### src/rtl/gpio_bank_pkg.sv
// Shared register-map constants, the decoded bus request type and the word-count helper
// for the Wishbone GPIO bank.
package gpio_bank_pkg;

  localparam logic [7:0] GROUP_STRIDE = 8'h10;

  localparam logic [7:0] OFF_OUT    = 8'h00;
  localparam logic [7:0] OFF_OE     = 8'h10;
  localparam logic [7:0] OFF_IN     = 8'h20;
  localparam logic [7:0] OFF_RISE   = 8'h30;
  localparam logic [7:0] OFF_FALL   = 8'h40;
  localparam logic [7:0] OFF_STATUS = 8'h50;
  localparam logic [7:0] OFF_SET    = 8'h60;
  localparam logic [7:0] OFF_CLR    = 8'h70;

  typedef struct packed {
    logic        hit;
    logic        we;
    logic [7:0]  grp_off;
    logic [1:0]  word;
    logic [3:0]  sel;
    logic [31:0] dat;
  } bus_req_t;

  function automatic int words(input int pins);
    return (pins + 31) / 32;
  endfunction

endpackage

### src/rtl/gpio_sync_edge.sv
// Two-flop pad synchroniser with a previous-value register and an arm counter that
// keeps pads already high at reset from looking like rising edges.
module gpio_sync_edge
  import gpio_bank_pkg::*;
#(
  parameter int PINS = 38
) (
  input  logic            clk,
  input  logic            reset,
  input  logic [PINS-1:0] pad,
  output logic [PINS-1:0] sync,
  output logic [PINS-1:0] rise,
  output logic [PINS-1:0] fall
);

  logic [PINS-1:0] sync_p0;
  logic [PINS-1:0] sync_p1;
  logic [PINS-1:0] prev_p2;
  logic [1:0]      arm_cnt;
  logic            armed;

  assign armed = (arm_cnt == 2'd2);

  // While arming, prev is loaded from the first flop so it already matches sync when edges unmask.
  always_ff @(posedge clk or negedge reset) begin
    if (!reset) begin
      sync_p0 <= '0;
      sync_p1 <= '0;
      prev_p2 <= '0;
      arm_cnt <= '0;
    end else begin
      sync_p0 <= pad;
      sync_p1 <= sync_p0;
      prev_p2 <= armed ? sync_p1 : sync_p0;
      if (!armed) arm_cnt <= arm_cnt + 2'd1;
    end
  end

  assign sync = sync_p1;
  assign rise = armed ? (sync_p1 & ~prev_p2) : '0;
  assign fall = armed ? (~sync_p1 & prev_p2) : '0;

endmodule

### src/rtl/wb_gpio_bank.sv
// Wishbone-slave GPIO bank: registered pad outputs with per-pin OE, atomic set/clear,
// synchronised inputs and sticky edge status folded onto IRQ_LINES level interrupts.
module wb_gpio_bank
  import gpio_bank_pkg::*;
#(
  parameter int          PINS      = 38,
  parameter int          IRQ_LINES = 3,
  parameter logic [31:0] BASE_ADDR = 32'h3000_0000
) (
  input  logic                 clk,
  input  logic                 reset,
  input  logic                 io_bus_CYC,
  input  logic                 io_bus_STB,
  input  logic                 io_bus_WE,
  input  logic [3:0]           io_bus_SEL,
  input  logic [31:0]          io_bus_ADR,
  input  logic [31:0]          io_bus_DAT_MOSI,
  output logic                 io_bus_ACK,
  output logic [31:0]          io_bus_DAT_MISO,
  input  logic [PINS-1:0]      io_gpio_read,
  output logic [PINS-1:0]      io_gpio_write,
  output logic [PINS-1:0]      io_gpio_writeEnable,
  output logic [IRQ_LINES-1:0] io_irq
);

  localparam int W  = words(PINS);
  localparam int WB = W * 32;

  bus_req_t        req;
  logic            mapped;
  logic [31:0]     bmask;
  logic [31:0]     rdata;
  logic [WB-1:0]   wsel;
  logic [WB-1:0]   wdat;
  logic [WB-1:0]   rd_vec;
  logic [PINS-1:0] wsel_pins;
  logic [PINS-1:0] wdat_pins;
  logic [PINS-1:0] wr_bits;

  logic [PINS-1:0] out_q, oe_q, rise_en_q, fall_en_q, status_q;
  logic [PINS-1:0] out_d, oe_d, rise_en_d, fall_en_d, status_d;
  logic [PINS-1:0] clr_bits, set_ev;
  logic [PINS-1:0] sync, rise, fall;
  logic            unused_bits;

  function automatic logic [PINS-1:0] merge(input logic [PINS-1:0] cur,
                                            input logic [PINS-1:0] m,
                                            input logic [PINS-1:0] d);
    return (cur & ~m) | (d & m);
  endfunction

  function automatic logic [PINS-1:0] line_mask(input int line);
    logic [PINS-1:0] m;
    m = '0;
    for (int p = 0; p < PINS; p++)
      if (p % IRQ_LINES == line) m = m | (PINS'(1) << p);
    return m;
  endfunction

  gpio_sync_edge #(.PINS(PINS)) u_sync_edge (
    .clk  (clk),
    .reset(reset),
    .pad  (io_gpio_read),
    .sync (sync),
    .rise (rise),
    .fall (fall)
  );

  // ~ACK in the hit term turns a held request into a new transfer two cycles later.
  always_comb begin
    req         = '0;
    req.hit     = io_bus_CYC & io_bus_STB & ~io_bus_ACK &
                  (io_bus_ADR[31:8] == BASE_ADDR[31:8]);
    req.we      = io_bus_WE;
    req.grp_off = {io_bus_ADR[7:4], 4'h0};
    req.word    = io_bus_ADR[3:2];
    req.sel     = io_bus_SEL;
    req.dat     = io_bus_DAT_MOSI;
  end

  assign mapped = ~io_bus_ADR[7] & (int'(req.word) < W);
  assign bmask  = {{8{req.sel[3]}}, {8{req.sel[2]}}, {8{req.sel[1]}}, {8{req.sel[0]}}};

  assign wsel = (req.hit & req.we & mapped) ? (WB'(bmask) << {req.word, 5'd0}) : '0;
  assign wdat = WB'(req.dat) << {req.word, 5'd0};

  assign wsel_pins = PINS'(wsel);
  assign wdat_pins = PINS'(wdat);
  assign wr_bits   = wsel_pins & wdat_pins;

  always_comb begin
    out_d     = out_q;
    oe_d      = oe_q;
    rise_en_d = rise_en_q;
    fall_en_d = fall_en_q;
    clr_bits  = '0;
    case (req.grp_off)
      OFF_OUT:    out_d     = merge(out_q, wsel_pins, wdat_pins);
      OFF_OE:     oe_d      = merge(oe_q, wsel_pins, wdat_pins);
      OFF_RISE:   rise_en_d = merge(rise_en_q, wsel_pins, wdat_pins);
      OFF_FALL:   fall_en_d = merge(fall_en_q, wsel_pins, wdat_pins);
      OFF_STATUS: clr_bits  = wr_bits;
      OFF_SET:    out_d     = out_q | wr_bits;
      OFF_CLR:    out_d     = out_q & ~wr_bits;
      default:    ;
    endcase
  end

  // New events are OR-ed in after the clear so a coincident edge survives its W1C.
  assign set_ev   = (rise & rise_en_q) | (fall & fall_en_q);
  assign status_d = (status_q & ~clr_bits) | set_ev;

  always_comb begin
    rd_vec = '0;
    case (req.grp_off)
      OFF_OUT:    rd_vec = WB'(out_q);
      OFF_OE:     rd_vec = WB'(oe_q);
      OFF_IN:     rd_vec = WB'(sync);
      OFF_RISE:   rd_vec = WB'(rise_en_q);
      OFF_FALL:   rd_vec = WB'(fall_en_q);
      OFF_STATUS: rd_vec = WB'(status_q);
      default:    rd_vec = '0;
    endcase
  end

  assign rdata = mapped ? 32'(rd_vec >> {req.word, 5'd0}) : 32'h0;

  always_ff @(posedge clk or negedge reset) begin
    if (!reset) begin
      io_bus_ACK      <= 1'b0;
      io_bus_DAT_MISO <= '0;
      out_q           <= '0;
      oe_q            <= '0;
      rise_en_q       <= '0;
      fall_en_q       <= '0;
      status_q        <= '0;
    end else begin
      io_bus_ACK      <= req.hit;
      io_bus_DAT_MISO <= (req.hit && !req.we) ? rdata : 32'h0;
      out_q           <= out_d;
      oe_q            <= oe_d;
      rise_en_q       <= rise_en_d;
      fall_en_q       <= fall_en_d;
      status_q        <= status_d;
    end
  end

  assign io_gpio_write       = out_q;
  assign io_gpio_writeEnable = ~oe_q;

  for (genvar l = 0; l < IRQ_LINES; l++) begin : g_irq
    assign io_irq[l] = |(status_q & line_mask(l));
  end

  assign unused_bits = ^{io_bus_ADR[1:0], wsel, wdat};

endmodule

### config.mk
export PLATFORM = sky130hd
export DESIGN_NAME = wb_gpio_bank
export DESIGN_NICKNAME = d
export VERILOG_FILES = /design/src/rtl/gpio_bank_pkg.sv /design/src/rtl/gpio_sync_edge.sv /design/src/rtl/wb_gpio_bank.sv
export SDC_FILE = /design/constraint.sdc
export NUM_CORES = 1
export LEC_CHECK = 0
export ABC_CLOCK_PERIOD_IN_PS = 6100
export BUFFER_PORTS_ARGS = -buffer_cell sky130_fd_sc_hd__buf_2
export CAP_MARGIN = 0
export CORE_MARGIN = 8
export CORE_UTILIZATION = 45
export DETAILED_ROUTE_END_ITERATION = 16
export PLACE_DENSITY = 0.67
export SYNTH_ARGS = -nofsm -noshare
export SYNTH_HDL_FRONTEND = slang
export SYNTH_SLANG_ARGS = --single-unit
### constraint.sdc
create_clock -name clk -period 6.1 [get_ports clk]
set_input_delay 1.22 -clock clk [delete_from_list [all_inputs] [get_ports clk]]
set_output_delay 1.22 -clock clk [all_outputs]
set_load 0.05 [all_outputs]
Word-level counts from Yosys, hierarchy flattened

Cells that the tools add are included.

Bits in registers: 339

$add $sub $neg: 1
Order comparisons: 1
Eq/ne operators: 9
Shift operators: 3
Mux-type cells: 9
Bitwise logic cells: 32
Reduce and logical (&&, ||, !) cells: 7

Operator list:

| cell                   | number |
|---|---|
| $and A38 B38 Y38       | 11 |
| $or A38 B38 Y38        | 7 |
| $not A38 Y38           | 6 |
| $pmux W38 S6           | 1 |
| $mux W38               | 5 |
| $pmux W38 S3           | 1 |
| $shl A32 B7 Y38        | 2 |
| $mux W32               | 2 |
| $shr A64 B7 Y32        | 1 |
| $reduce_or A13 Y1      | 2 |
| $eq A24 B22 Y1 const B | 1 |
| $eq A4 B3 Y1 const B   | 4 |
| $reduce_or A12 Y1      | 1 |
| $eq A4 B2 Y1 const B   | 2 |
| $logic_not A8 Y1       | 1 |
| $and A1 B1 Y1          | 6 |
| $eq A4 B1 Y1 const B   | 1 |
| $reduce_bool A3 Y1     | 1 |
| $add A2 B1 Y2 const B  | 1 |
| $eq A2 B2 Y1 const B   | 1 |
| $lt A2 B2 Y1 const B   | 1 |
| $not A1 Y1             | 2 |
| $logic_and A1 B1 Y1    | 1 |
| $logic_not A1 Y1       | 1 |

Longest topological paths before layout

Gate-level depths: netlist of run 1.

Word-level depth: 11
Gate-level depth with buffers: 7
Gate-level depth less buffers: 4

By module

A second synthesis of run 1 with hierarchy kept.

Cells, all modules: 1451
Area total of the unflattened synthesis: 15534.9 sq um

By module, submodules not included:

| module         | times used | cells each | area each (sq um) | seq. area each (sq um) |
|---|---|---|---|---|
| wb_gpio_bank   | 1          | 1129       | 11542.3           | 5580.4 |
| gpio_sync_edge | 1          | 322        | 3992.6            | 2902.8 |

Worst setup path before layout of run 1

Ideal clock, no wire load.

Path kind: input-to-reg
From: input io_bus_ADR[9]
To: register (tool-made name)
Setup time: 125 ps
Data arrival time: 2762 ps
Path slack: 3213 ps
Stages: 6
Buffers on the path: 2
Cell sequence: nor4_1 nand4_1 buf_2 buf_4 nor3_4 mux2_2

RTL lines:

| element         | RTL line           | text |
|---|---|---|
| start, declared | wb_gpio_bank.sv:16 | `input logic [31:0] io_bus_ADR,` |

Final worst setup path of run 1

From: register status_q[10]
To: output io_irq[1]

Word-level cells in the longest chain between the ends: 1

Ends and longest elaborated chain:

| element                | RTL line            | text |
|---|---|---|
| start, declared        | wb_gpio_bank.sv:40  | `logic [PINS-1:0] out_q, oe_q, rise_en_q, fall_en_q, status_q;` |
| start signal, assigned | wb_gpio_bank.sv:144 | `status_q <= status_d;` |
| $reduce_or A13 Y1      | wb_gpio_bank.sv:152 | `assign io_irq[l] = \|(status_q & line_mask(l));` |
| end, declared          | wb_gpio_bank.sv:23  | `output logic [IRQ_LINES-1:0] io_irq` |

No other way between the ends.

==> results of run 1 <==
cell families (layout without fill, tap and decap cells):
family          count (synthesis)  in the layout
compound gates                328            328
xor+xnor                        2              2
fa+ha+maj                       1              1
buf+inv                       162            374
flops                         339            339
mux                           152            152
other cells                     0              1
simple gates                  341            341
cells in the mapped netlist, drive strengths merged (7+ instances only):
| cell type | n | share of area (%) |
|---|---|---|
| a21oi | 24 | 0.78 |
| and3b | 11 | 0.63 |
| buf | 30 | 1.0 |
| nor4b | 8 | 0.62 |
| o21ai | 83 | 2.7 |
| dfrtp | 339 | 55 |
| nor3 | 16 | 1.6 |
| mux2i | 24 | 1.6 |
| a222oi | 12 | 0.78 |
| nor3b | 32 | 1.6 |
| and3 | 7 | 0.28 |
| a311oi | 32 | 1.8 |
| inv | 60 | 1.5 |
| a221oi | 12 | 0.68 |
| a2111oi | 14 | 0.80 |
| nand4 | 23 | 0.98 |
| mux2 | 128 | 9.4 |
| o211ai | 17 | 0.83 |
| a22oi | 78 | 3.8 |
| clkbuf | 72 | 1.8 |
| nor4 | 19 | 0.85 |
| nand2 | 122 | 3.0 |
| nand3b | 39 | 1.9 |
| o41ai | 24 | 1.4 |
| a22o | 32 | 1.8 |
| or4 | 34 | 1.7 |
| nand3 | 16 | 0.52 |
layer usage:
metal  routed length, um  vias to the layer above  share of wire [%]
li1                    -                     5391                  -
met3                4690                      110                9.3
met2               22900                      607                 46
met5                  66                        -               0.13
met4                1480                       10                3.0
met1               21100                     6258                 42
area by class of cell:
type,count,area (sq um)
Antenna cell,1,2.50
Clock buffer,54,1140
Clock inverter,11,133
Fill cell,2915,15400
Inverter,60,225
Multi-Input combinational cell,824,6320
Sequential cell,339,8480
Tap cell,448,561
Timing Repair Buffer,249,1340
worst register-to-register path, delay by kind of cell (launching register included):
family	cells	cell delay [ns]
flip-flops	1	0.39
buffers and inverters	3	1.04
multiplexers	1	0.41
AND/OR/NAND/NOR	3	1.00
how the worst min path moves through the flow:
stage,from,to,slack (ns),cells after the start
3_3_place_gp,u_sync_edge.sync_p0[10],u_sync_edge.sync[10],0.36,0
5_1_grt,u_sync_edge.sync_p0[21],u_sync_edge.sync[21],0.38,0
2_1_floorplan,u_sync_edge.sync_p0[0],u_sync_edge.sync[0],0.35,0
6_report,u_sync_edge.sync_p0[37],u_sync_edge.sync[37],0.37,0
4_1_cts,u_sync_edge.sync_p0[37],u_sync_edge.sync[37],0.37,0
3_5_place_dp,u_sync_edge.sync_p0[37],u_sync_edge.sync[37],0.36,0
report_power, final:
part | internal [W] | switching, W
combinational | 0.0000755 | 0.000167
sequential | 0.00229 | 0.0000282
clock | 0.00143 | 0.000920
total | 0.00379 | 0.00112
per-stage QoR:
| stage | hold WS [ns] | util, % | std cells | total power, W | area (sq um) |
|---|---|---|---|---|---|
| global route | 0.380 | 54.2 | 1986 | 0.00506 | 18200 |
| CTS | 0.372 | 54.2 | 1985 | 0.00494 | 18200 |
| floorplan | 0.350 | - | 1325 | 0.00245 | 15400 |
| detailed placement | 0.362 | 50.4 | 1920 | 0.00260 | 16900 |
| finish | 0.369 | 54.2 | 1986 | 0.00491 | 18200 |
| global placement | 0.360 | 50.4 | 1920 | 0.00259 | 16900 |
==> results.md, run 1 <==
* Status: finished clean
* Power per cell area at about 270 mW/mm^2
* Yosys reg bits at approximately 340
* Reg2reg path depth at 7
* Crit path DAT at between 2 and 3 ns
* H-Tree Depth at 2
* DIE AREA at between 0.04 and 0.05 sq mm
* Post-CTS Hold Buffers at 0
* TritonCTS clock tree: built
* Worst-path clk slew at approximately 0.060 ns
* Number of synthesized flops with an enable pin at 0
* Vias per std cell at approximately 6.2
* Die X at 201 um
* Routed vias at 12376
* Minimum clock period after layout at just under 4 ns
* Drt first-iter violations at between 1000 and 1500
* GRT met2 Usage at 36.2%
* Post-CTS Setup Inserts at 0
* CP Launch Type: flip-flop
* Clock Skew at around 0.012 ns
* Initial antenna violation count at 6
* Resize count post-CTS at 0
* Congestion Overflow GR at 0
* Mapped Cells at between 1000 and 1500
* Area share of fa/ha/maj cells after synthesis at less than 1%
* Maximum VDD drop at 0.225 mV
* Fin crit share at between 60% and 70%
* Most common cell after layout, fill and taps aside: dfrtp_1
* RSZ-0062 raised after global routing: false
* Overall Global Routing Usage at around 24%
* Seq/Total Area, Yosys at 55.1%
* Syn avg cell area at roughly 12 sq um
* Critical path type: flip-flop to primary output
* HPWL after DPL at 32.4 mm
* Pre-CTS setup slack at between 2 and 2.5 ns
* I/O pins at about 220
* FF-to-FF setup slack at roughly 3.2 ns
* Synthesis Warnings at 0
* Largest net degree at the start of global routing at 117
* Measured slew at the worst slew-check pin at ~1.2 ns
* Vias in the first global route at 12768
* Pre-antenna DRT Iters at 9
* Final worst setup slack at about 2.2 ns
* CP Capture Point: io_irq[1]
* Largest family of logic cells by synthesized area: compound AO/OA/AOI/OAI gates
* WP data required at around 5 ns
* R2r startpoint: io_bus_ACK
* # clock sinks at roughly 340
* Max-slew headroom at between 10% and 20%
* Std-Cell Rows at 67
* Max incr delay on CP at 0.61 ns
* Simple-Gate Fraction of Synth Area at between 10% and 20%
* Starting density of the core at 45.8%
* Die Span Y at ~200 um
* Yosys cell types at 46
* Count of pins over their slew limit at 0
* Slowest-stage cell, CP: nor4_1
* Top_reg_cell synth: dfrtp_1
* Xor and xnor area share after synthesis at less than 1%
* Grt met3 use at 7.10%
* Crit path cell chain: or4_1 > nor4_1 > nand4_1 > buf_2
* Port-buffer cells at 220
* Most frequent cells in the layout: dfrtp_1 (339), buf_2 (219), mux2_2 (128)
* Buffers & Inverters on Critical Path at 1
* Detail Route Antenna Nets at 0
* Root buffer cell: clkbuf_16
* Core footprint at 0.0336 sq mm
* Net count reported at finish at approximately 1600
* CTS buffer count at 38
* Area growth syn-to-layout at 18.3%
* Mapped Area at approximately 0.015 sq mm
* Crit path from: status_q[10]
* Lkg Pwr at 8.06 nW
* # DRC at 0
* Share of cells above drive strength 1 at between 30% and 40%
* Synth Area in Compound Gates at about 15%
* Ys async rst share at 100%
* Syn nets at between 1000 and 1500
* Clk buf depth at 3
* WP depth at 4
* Post-route setup TNS at 0 ns
* Number of max-cap violations at 0
* Hold Fails Final Rpt at 0
* Routed WL at between 50 and 60 mm
* Worst Hold Class: flip-flop to flip-flop
* RePlAce Congestion at 0.849
* Mux cell area share after synthesis at 10.9%
* Routing usage on met1 at approximately 33%
* First-pass GRT wire length at roughly 77 mm
* Worst-skew pair later-pin latency at 0.53 ns
* Drt wl/cell at ~25 um
* Max frequency at 255 MHz
* Top Family by Delay on Critical Path: simple AND/OR/NAND/NOR gates
* CP max FO at 3
* Gr busiest metal: met2
* Final setup viols at 0
* Critical Path Sink Type: primary output
(Power assumes the default switching activity.)
==> inputs of run 2 (changes only) <==
--- a/config.mk
+++ b/config.mk
@@ -5,7 +5,8 @@
 export SDC_FILE = /design/constraint.sdc
 export NUM_CORES = 1
 export LEC_CHECK = 0
-export ABC_CLOCK_PERIOD_IN_PS = 6100
+export ABC_AREA = 1
+export ABC_CLOCK_PERIOD_IN_PS = 3650
 export BUFFER_PORTS_ARGS = -buffer_cell sky130_fd_sc_hd__buf_2
 export CAP_MARGIN = 0
 export CORE_MARGIN = 8
==> constraint.sdc (replaced) <==
create_clock -name clk -period 3.65 [get_ports clk]
set_input_delay 0.73 -clock clk [delete_from_list [all_inputs] [get_ports clk]]
set_output_delay 0.73 -clock clk [all_outputs]
set_load 0.05 [all_outputs]
==> results.md, run 2 <==
* Measured slew at the worst slew-check pin at 0.778 ns (was 1.22 ns)
* Detail Route Antenna Nets at 0 (unchanged)
* Mapped Area at 0.0153 sq mm (was 0.0154 sq mm)
* Final worst setup slack at 0.698 ns (was 2.17 ns)
* Worst-skew pair later-pin latency at 0.52 ns (was 0.53 ns)
* Routed WL at 49.4 mm (was 50.2 mm)
* # DRC at 0 (unchanged)
* # clock sinks at 339 (unchanged)
* Net count reported at finish at 2127 (was 1624)
* Count of pins over their slew limit at 0 (unchanged)
* Count leader, synth: nand2_1 (was dfrtp_1)
* Starting density of the core at 45.6% (was 45.8%)
* Hold WS at 0.169 ns (was 0.369 ns)
* Top Family by Delay on Critical Path: simple AND/OR/NAND/NOR gates (unchanged)
* Top_reg_cell synth: dfrtp_1 (unchanged)
* Die Span Y at 200 um (was 201 um)
* Yosys reg bits at 339 (unchanged)
* First-pass GRT wire length at 76.5 mm (was 77.4 mm)
* Std-Cell Rows at 67 (unchanged)
* Vias per std cell at 5.46 (was 6.23)
* Comb pwr share at 5.3% (was 4.9%)
* Largest net degree at the start of global routing at 89 (was 117)
* Worst-path clk slew at 0.06 ns (about the same)
* Power share of the sequential group at 48.7% (was 47.2%)
* Fin crit share at 80.9%
* Post-synth top cells: nand2_1 (581), dfrtp_1 (339), inv_1 (148), nand3_1 (145), o21ai_0 (130) (was dfrtp_1 (339), mux2_2 (128), nand2_1 (122), o21ai_0 (83), a22oi_1 (78))
* Max frequency at about 340 MHz
* Critical path type: flip-flop to primary output (unchanged)
* Slowest-stage cell, CP: nor4_1 (unchanged)
* WP data required at 2.92 ns (was 4.88 ns)
* Area contributors post-synth: dfrtp_1 (56%), nand2_1 (14%), nand3_1 (4.8%) (was dfrtp_1 (55%), mux2_2 (9.4%), a22oi_1 (3.8%))
* Crit path cell chain: nor4_1 > nand3_1 > buf_2 (was or4_1 > nor4_1 > nand4_1 > buf_2)
* Mapped Cells at 1796 (was 1325)
* Share of cells above drive strength 1 at 17.4% (was 30.3%)
* Most frequent cells in the layout: nand2_1 (581), dfrtp_1 (339), buf_2 (219) (was dfrtp_1 (339), buf_2 (219), mux2_2 (128))
* Final setup viols at 0 (unchanged)
* Drt first-iter violations at 1252 (was 1261)
* Congestion Overflow GR at 0 (unchanged)
* Port-buffer cells at 220 (unchanged)
* CTS buffer count at 37 (was 38)
* R2r startpoint: io_bus_ACK (unchanged)
* Clock power frac at 45.9% (was 47.9%)
* Pre-antenna DRT Iters at 5 (was 9)
* Crit path from: status_q[5] (was status_q[10])
* Vias in the first global route at 13421 (was 12768)
* Max-slew headroom at 48.1% (was 18.1%)
* CP max FO at 3 (unchanged)
* Minimum clock period after layout at between 2 and 3 ns
* Area growth syn-to-layout at 18.6% (was 18.3%)
* Int Pwr at 0.00609 W (was 0.00379 W)
* Max incr delay on CP at 0.69 ns (was 0.61 ns)
* TritonCTS clock tree: built (unchanged)
* Sw Pwr at 0.00182 W (was 0.00112 W)
* Worst Hold Class: input pin to async pin (was flip-flop to flip-flop)
* Synthesis Warnings at 0 (unchanged)
* Buffers & Inverters on Critical Path at 1 (unchanged)
* Post-CTS Setup Inserts at 0 (unchanged)
* Core footprint at 0.0334 sq mm (was 0.0336 sq mm)
* Number of max-cap violations at 0 (unchanged)
* FF-to-FF setup slack at 1.36 ns (was 3.15 ns)
* Post-route setup TNS at 0 ns (unchanged)
* CP Launch Type: flip-flop (unchanged)
* Syn nets at 1908 (was 1437)
* Clock Skew at 0.0122 ns (was 0.0116 ns)
* HPWL after DPL at 33.3 mm (was 32.4 mm)
* Yosys top cell area share at 55.6% (was 55.1%)
* Status: finished clean (unchanged)
* Root buffer cell: clkbuf_16 (unchanged)
* Biggest area consumer among synthesized cells: dfrtp_1 (unchanged)
* Pre-CTS setup slack at 0.820 ns (was 2.04 ns)
* Hold Fails Final Rpt at 0 (unchanged)
* DIE AREA at 0.0401 sq mm (was 0.0404 sq mm)
* Lkg Pwr at 9.41 nW (was 8.06 nW)
* Power per cell area at 437 mW/mm^2 (was 270 mW/mm^2)
* Clk buf depth at 3 (unchanged)
* Die X at 200 um (was 201 um)
* Syn avg cell area at 8.49 sq um (was 11.6 sq um)
* Yosys cell types at 37 (was 46)
* Critical Path Sink Type: primary output (unchanged)
* Seq/Total Area, Yosys at 55.6% (was 55.1%)
* Most common cell after layout, fill and taps aside: nand2_1 (was dfrtp_1)
* Sw Ratio at 23.0% (was 22.7%)
* Initial antenna violation count at 1 (was 6)
* Maximum VDD drop at 0.252 mV (was 0.225 mV)
* RSZ-0062 raised after global routing: false (unchanged)
* Post-CTS Hold Buffers at 0 (unchanged)
* H-Tree Depth at 2 (unchanged)
* Reg2reg path depth at 9 (was 7)
* Drt wl/cell at 19.8 um (was 25.3 um)
* Resize count post-CTS at 0 (unchanged)
* I/O pins at 223 (unchanged)
* Number of synthesized flops with an enable pin at 0 (unchanged)
* RePlAce Congestion at 0.885 (was 0.849)
* Ys async rst share at 100% (unchanged)
* Overall Global Routing Usage at 24.0% (was 24.2%)
* Crit path DAT at 2.22 ns (was 2.71 ns)
* Routed vias at 13583 (was 12376)
[run 2: worst reg2reg max path, stage by stage (launching register included)]
cell	delay [ns]
dfrtp_1	0.38
nor2_1	0.10
nand2_1	0.06
nor2_1	0.09
nand2_1	0.12
nor2_4	0.38
nand2_2	0.19
nor2_4	0.26
nand2_1	0.34
o21ai_0	0.29
[run 2: kinds of logic (layout without fill, tap and decap cells)]
logic type / count (synthesis) / in the layout / share of synthesized area (%)
compound gates: 228 / 228 / 8.23
fa+ha+maj: 1 / 1 / 0.0820
simple gates: 989 / 989 / 29.5
mux: 1 / 1 / 0.0738
xor+xnor: 1 / 1 / 0.0574
flops: 339 / 339 / 55.6
other cells: 0 / 1 / 0
buf+inv: 237 / 480 / 6.47
[run 2: stage by stage]
step	instances	power (W)	area [sq um]	util [%]
6_report	2488	0.00791	18100	54.1
5_1_grt	2488	0.00817	18100	54.1
4_1_cts	2487	0.00797	18100	54.1
3_5_place_dp	2424	0.00435	16900	50.6
3_3_place_gp	2424	0.00434	16900	50.6
2_1_floorplan	1796	0.00409	15300	-
[run 2: layer usage]
layer / vias up / routed length, um / global-route usage [%]
met5: - / 0 / 0
met4: 0 / 1840 / 9.74
met3: 133 / 3900 / 4.86
met2: 617 / 22900 / 38.1
met1: 6526 / 20700 / 31.8
li1: 6307 / - / -
[run 2: cell type report]
cell class	count	area [sq um]
clock buffers	55	1060
well taps	448	561
clock inverters	8	101
inverters	160	606
diodes	1	2.50
fillers	3097	15400
multi-input cells	1220	5810
repair buffers	257	1460
flip-flops and latches	339	8480
[run 2: how the worst max path moves through the flow]
stage                     depth (start not counted)  slack, ns             endpoint
after global routing                              3       0.71            io_irq[2]
after CTS                                         3       0.68            io_irq[1]
after detailed placement                          7       0.82  io_bus_DAT_MISO[24]
after floorplan                                  11       1.58            flip-flop
after global placement                            7       0.83  io_bus_DAT_MISO[24]
final                                             3       0.70            io_irq[2]
[run 2: power groups by stage]
stage	Clock, W	Sequential, W	Combinational, W
detailed placement	0	0.00392	0.000420
global route	0.00385	0.00386	0.000462
floorplan	0	0.00391	0.000180
CTS	0.00369	0.00386	0.000422
finish	0.00363	0.00386	0.000423
global placement	0	0.00392	0.000416
==> inputs of run 3 (changes only) <==
--- a/config.mk
+++ b/config.mk
@@ -5,8 +5,8 @@
 export SDC_FILE = /design/constraint.sdc
 export NUM_CORES = 1
 export LEC_CHECK = 0
-export ABC_AREA = 1
-export ABC_CLOCK_PERIOD_IN_PS = 3650
+export ABC_AREA = 0
+export ABC_CLOCK_PERIOD_IN_PS = 2800
 export BUFFER_PORTS_ARGS = -buffer_cell sky130_fd_sc_hd__buf_2
 export CAP_MARGIN = 0
 export CORE_MARGIN = 8
==> constraint.sdc (replaced) <==
create_clock -name clk -period 2.8 [get_ports clk]
set_input_delay 0.56 -clock clk [delete_from_list [all_inputs] [get_ports clk]]
set_output_delay 0.56 -clock clk [all_outputs]
set_load 0.05 [all_outputs]
==> results.md, run 3 (same netlist as run 1, synthesis figures left out) <==
* Maximum VDD drop at 0.408 mV (was 0.252 mV)
* Port-buffer cells at 220 (unchanged)
* Max incr delay on CP at 0.57 ns (was 0.69 ns)
* Die X at 201 um (was 200 um)
* Root buffer cell: clkbuf_16 (unchanged)
* Final setup viols at 0 (unchanged)
* Most frequent cells in the layout: dfrtp_1 (339), buf_2 (217), mux2_2 (128) (was nand2_1 (581), dfrtp_1 (339), buf_2 (219))
* # clock sinks at 339 (unchanged)
* Post-CTS Hold Buffers at 0 (unchanged)
* Worst-skew pair later-pin latency at 0.53 ns (was 0.52 ns)
* Drt first-iter violations at 1257 (was 1252)
* Most common cell after layout, fill and taps aside: dfrtp_1 (was nand2_1)
* Fin crit share at around 100%
* Net count reported at finish at 1700 (was 2127)
* TritonCTS clock tree: built (unchanged)
* CTS buffer count at 38 (was 37)
* Grt met3 use at 6.37% (was 4.86%)
* CP Launch Type: flip-flop (unchanged)
* WP data required at 2.24 ns (was 2.92 ns)
* Congestion Overflow GR at 0 (unchanged)
* Post-route insts no fill at 2059 (was 2488)
* Detail Route Antenna Nets at 0 (unchanged)
* # DRC at 0 (unchanged)
* Hold WS at 0.0149 ns (was 0.169 ns)
* Die Span Y at 201 um (was 200 um)
* RePlAce Congestion at 0.853 (was 0.885)
* Minimum clock period after layout at ~2.8 ns
* CP max FO at 3 (unchanged)
* Routing usage on met1 at 32.5% (was 31.8%)
* Std-Cell Rows at 67 (unchanged)
* Area growth syn-to-layout at 23.9% (was 18.6%)
* Largest net degree at the start of global routing at 68 (was 89)
* I/O pins at 223 (unchanged)
* H-Tree Depth at 2 (unchanged)
* Starting density of the core at 45.8% (was 45.6%)
* Pre-antenna DRT Iters at 6 (was 5)
* Slowest-stage cell, CP: or4_4 (was nor4_1)
* DIE AREA at 0.0404 sq mm (was 0.0401 sq mm)
* HPWL after DPL at 33.9 mm (was 33.3 mm)
* Finished layout cell area at 0.0191 sq mm (was 0.0181 sq mm)
* Lkg Pwr at 8.52 nW (was 9.41 nW)
* Placed instance area at 0.0178 sq mm (was 0.0169 sq mm)
* Max frequency at 358 MHz
* Measured slew at the worst slew-check pin at 0.757 ns (was 0.778 ns)
* Worst-path clk slew at 0.06 ns (about the same)
* Initial antenna violation count at 8 (was 1)
* Critical path type: flip-flop to primary output (unchanged)
* Critical Path Sink Type: primary output (unchanged)
* Core footprint at 0.0336 sq mm (was 0.0334 sq mm)
* Number of fill cells at 2784 (was 3097)
* Util after Layout at 56.7% (was 54.1%)
* Clock Skew at 0.0256 ns (was 0.0122 ns)
* Clk buf depth at 3 (unchanged)
* Overall Global Routing Usage at 24.4% (was 24.0%)
* Hold Fails Final Rpt at 0 (unchanged)
* Routed WL at 50.7 mm (was 49.4 mm)
* Count of pins over their slew limit at 0 (unchanged)
* Vias in the first global route at 13247 (was 13421)
* Drt wl/cell at 24.6 um (was 19.8 um)
* First-pass GRT wire length at 78.4 mm (was 76.5 mm)
* Crit path cell chain: or4_4 > nor4_4 > buf_4 > nand4_1 > buf_6 (was nor4_1 > nand3_1 > buf_2)
* RSZ-0062 raised after global routing: true (was false)
* Share of cells above drive strength 1 at 33.5% (was 17.4%)
* GRT met2 Usage at 37.7% (was 38.1%)
* Worst Hold Class: input pin to async pin (unchanged)
* Gr busiest metal: met2 (unchanged)
* Number of max-cap violations at 0 (unchanged)
* Max-slew headroom at 49.5% (was 48.1%)
* Vias per std cell at 6.19 (was 5.46)
* Power per cell area at 545 mW/mm^2 (was 437 mW/mm^2)
* Status: finished clean (unchanged)
* Crit path DAT at 2.23 ns (was 2.22 ns)
* Routed vias at 12751 (was 13583)
* Inst Count DP at 1994 (was 2424)
run 3: final timing paths:
kind,from,endpoint,slack (ns),cells past startpoint
min in group clk,io_gpio_read[1],u_sync_edge.sync_p0[1],0.14,1
max in group asynchronous,reset,io_gpio_write[8],1.93,3
setup / recovery,status_q[37],io_irq[1],0.01,5
hold reg to reg,u_sync_edge.sync_p0[6],u_sync_edge.sync[6],0.37,0
hold / removal,reset,io_bus_DAT_MISO[4],0.01,1
setup reg to reg,io_bus_ACK,io_bus_DAT_MISO[10],0.48,6
run 3: stage by stage:
stage	total power (W)	setup slack (ns)	TNS [ns]
6_report	0.0104	0.0106	0
5_1_grt	0.0107	-0.0346	-0.0346
4_1_cts	0.0105	-0.0420	-0.0420
3_5_place_dp	0.00572	0.271	0
3_3_place_gp	0.00571	0.288	0
2_1_floorplan	0.00534	0.522	0
run 3: power breakdown:
group	switching (W)	internal, W	total (W)
clock network	0.00193	0.00282	0.00475
registers	0.0000626	0.00499	0.00505
logic	0.000383	0.000212	0.000595
total	0.00237	0.00802	0.0104
run 3: timing repair:
| item | 4_1_cts | 5_1_grt |
|---|---|---|
| endpoints found under the hold margin | 0 | 0 |
| setup buffers | 2 | 0 |
| resized for setup | 7 | 3 |
| pin swaps | 3 | 1 |
| setup endpoints to repair | 2 | 2 |
run 3: worst max-delay path: cells and delay by family (launching register included):
kind | cells | cell delay [ns]
and+or+nand+nor | 3 | 0.89
DFF | 1 | 0.42
buffers and inverters | 2 | 0.41
run 3: per-layer routing:
metal  part of all wire [%]  up-vias  wire, um
met1                     41     6347     21000
met2                     45      693     22900
met3                    9.8      137      4980
met5                   0.17        -        85
li1                       -     5560         -
met4                    3.6       14      1810
run 3: area by class of cell:
type	instances	area, sq um	area share, %
clock buffers	55	1110	5.80
flip-flops and latches	339	8480	44.5
repair buffers	325	2270	11.9
well taps	448	561	2.94
diodes	1	2.50	0.0131
inverters	60	225	1.18
clock inverters	7	70.1	0.367
multi-input cells	824	6350	33.3
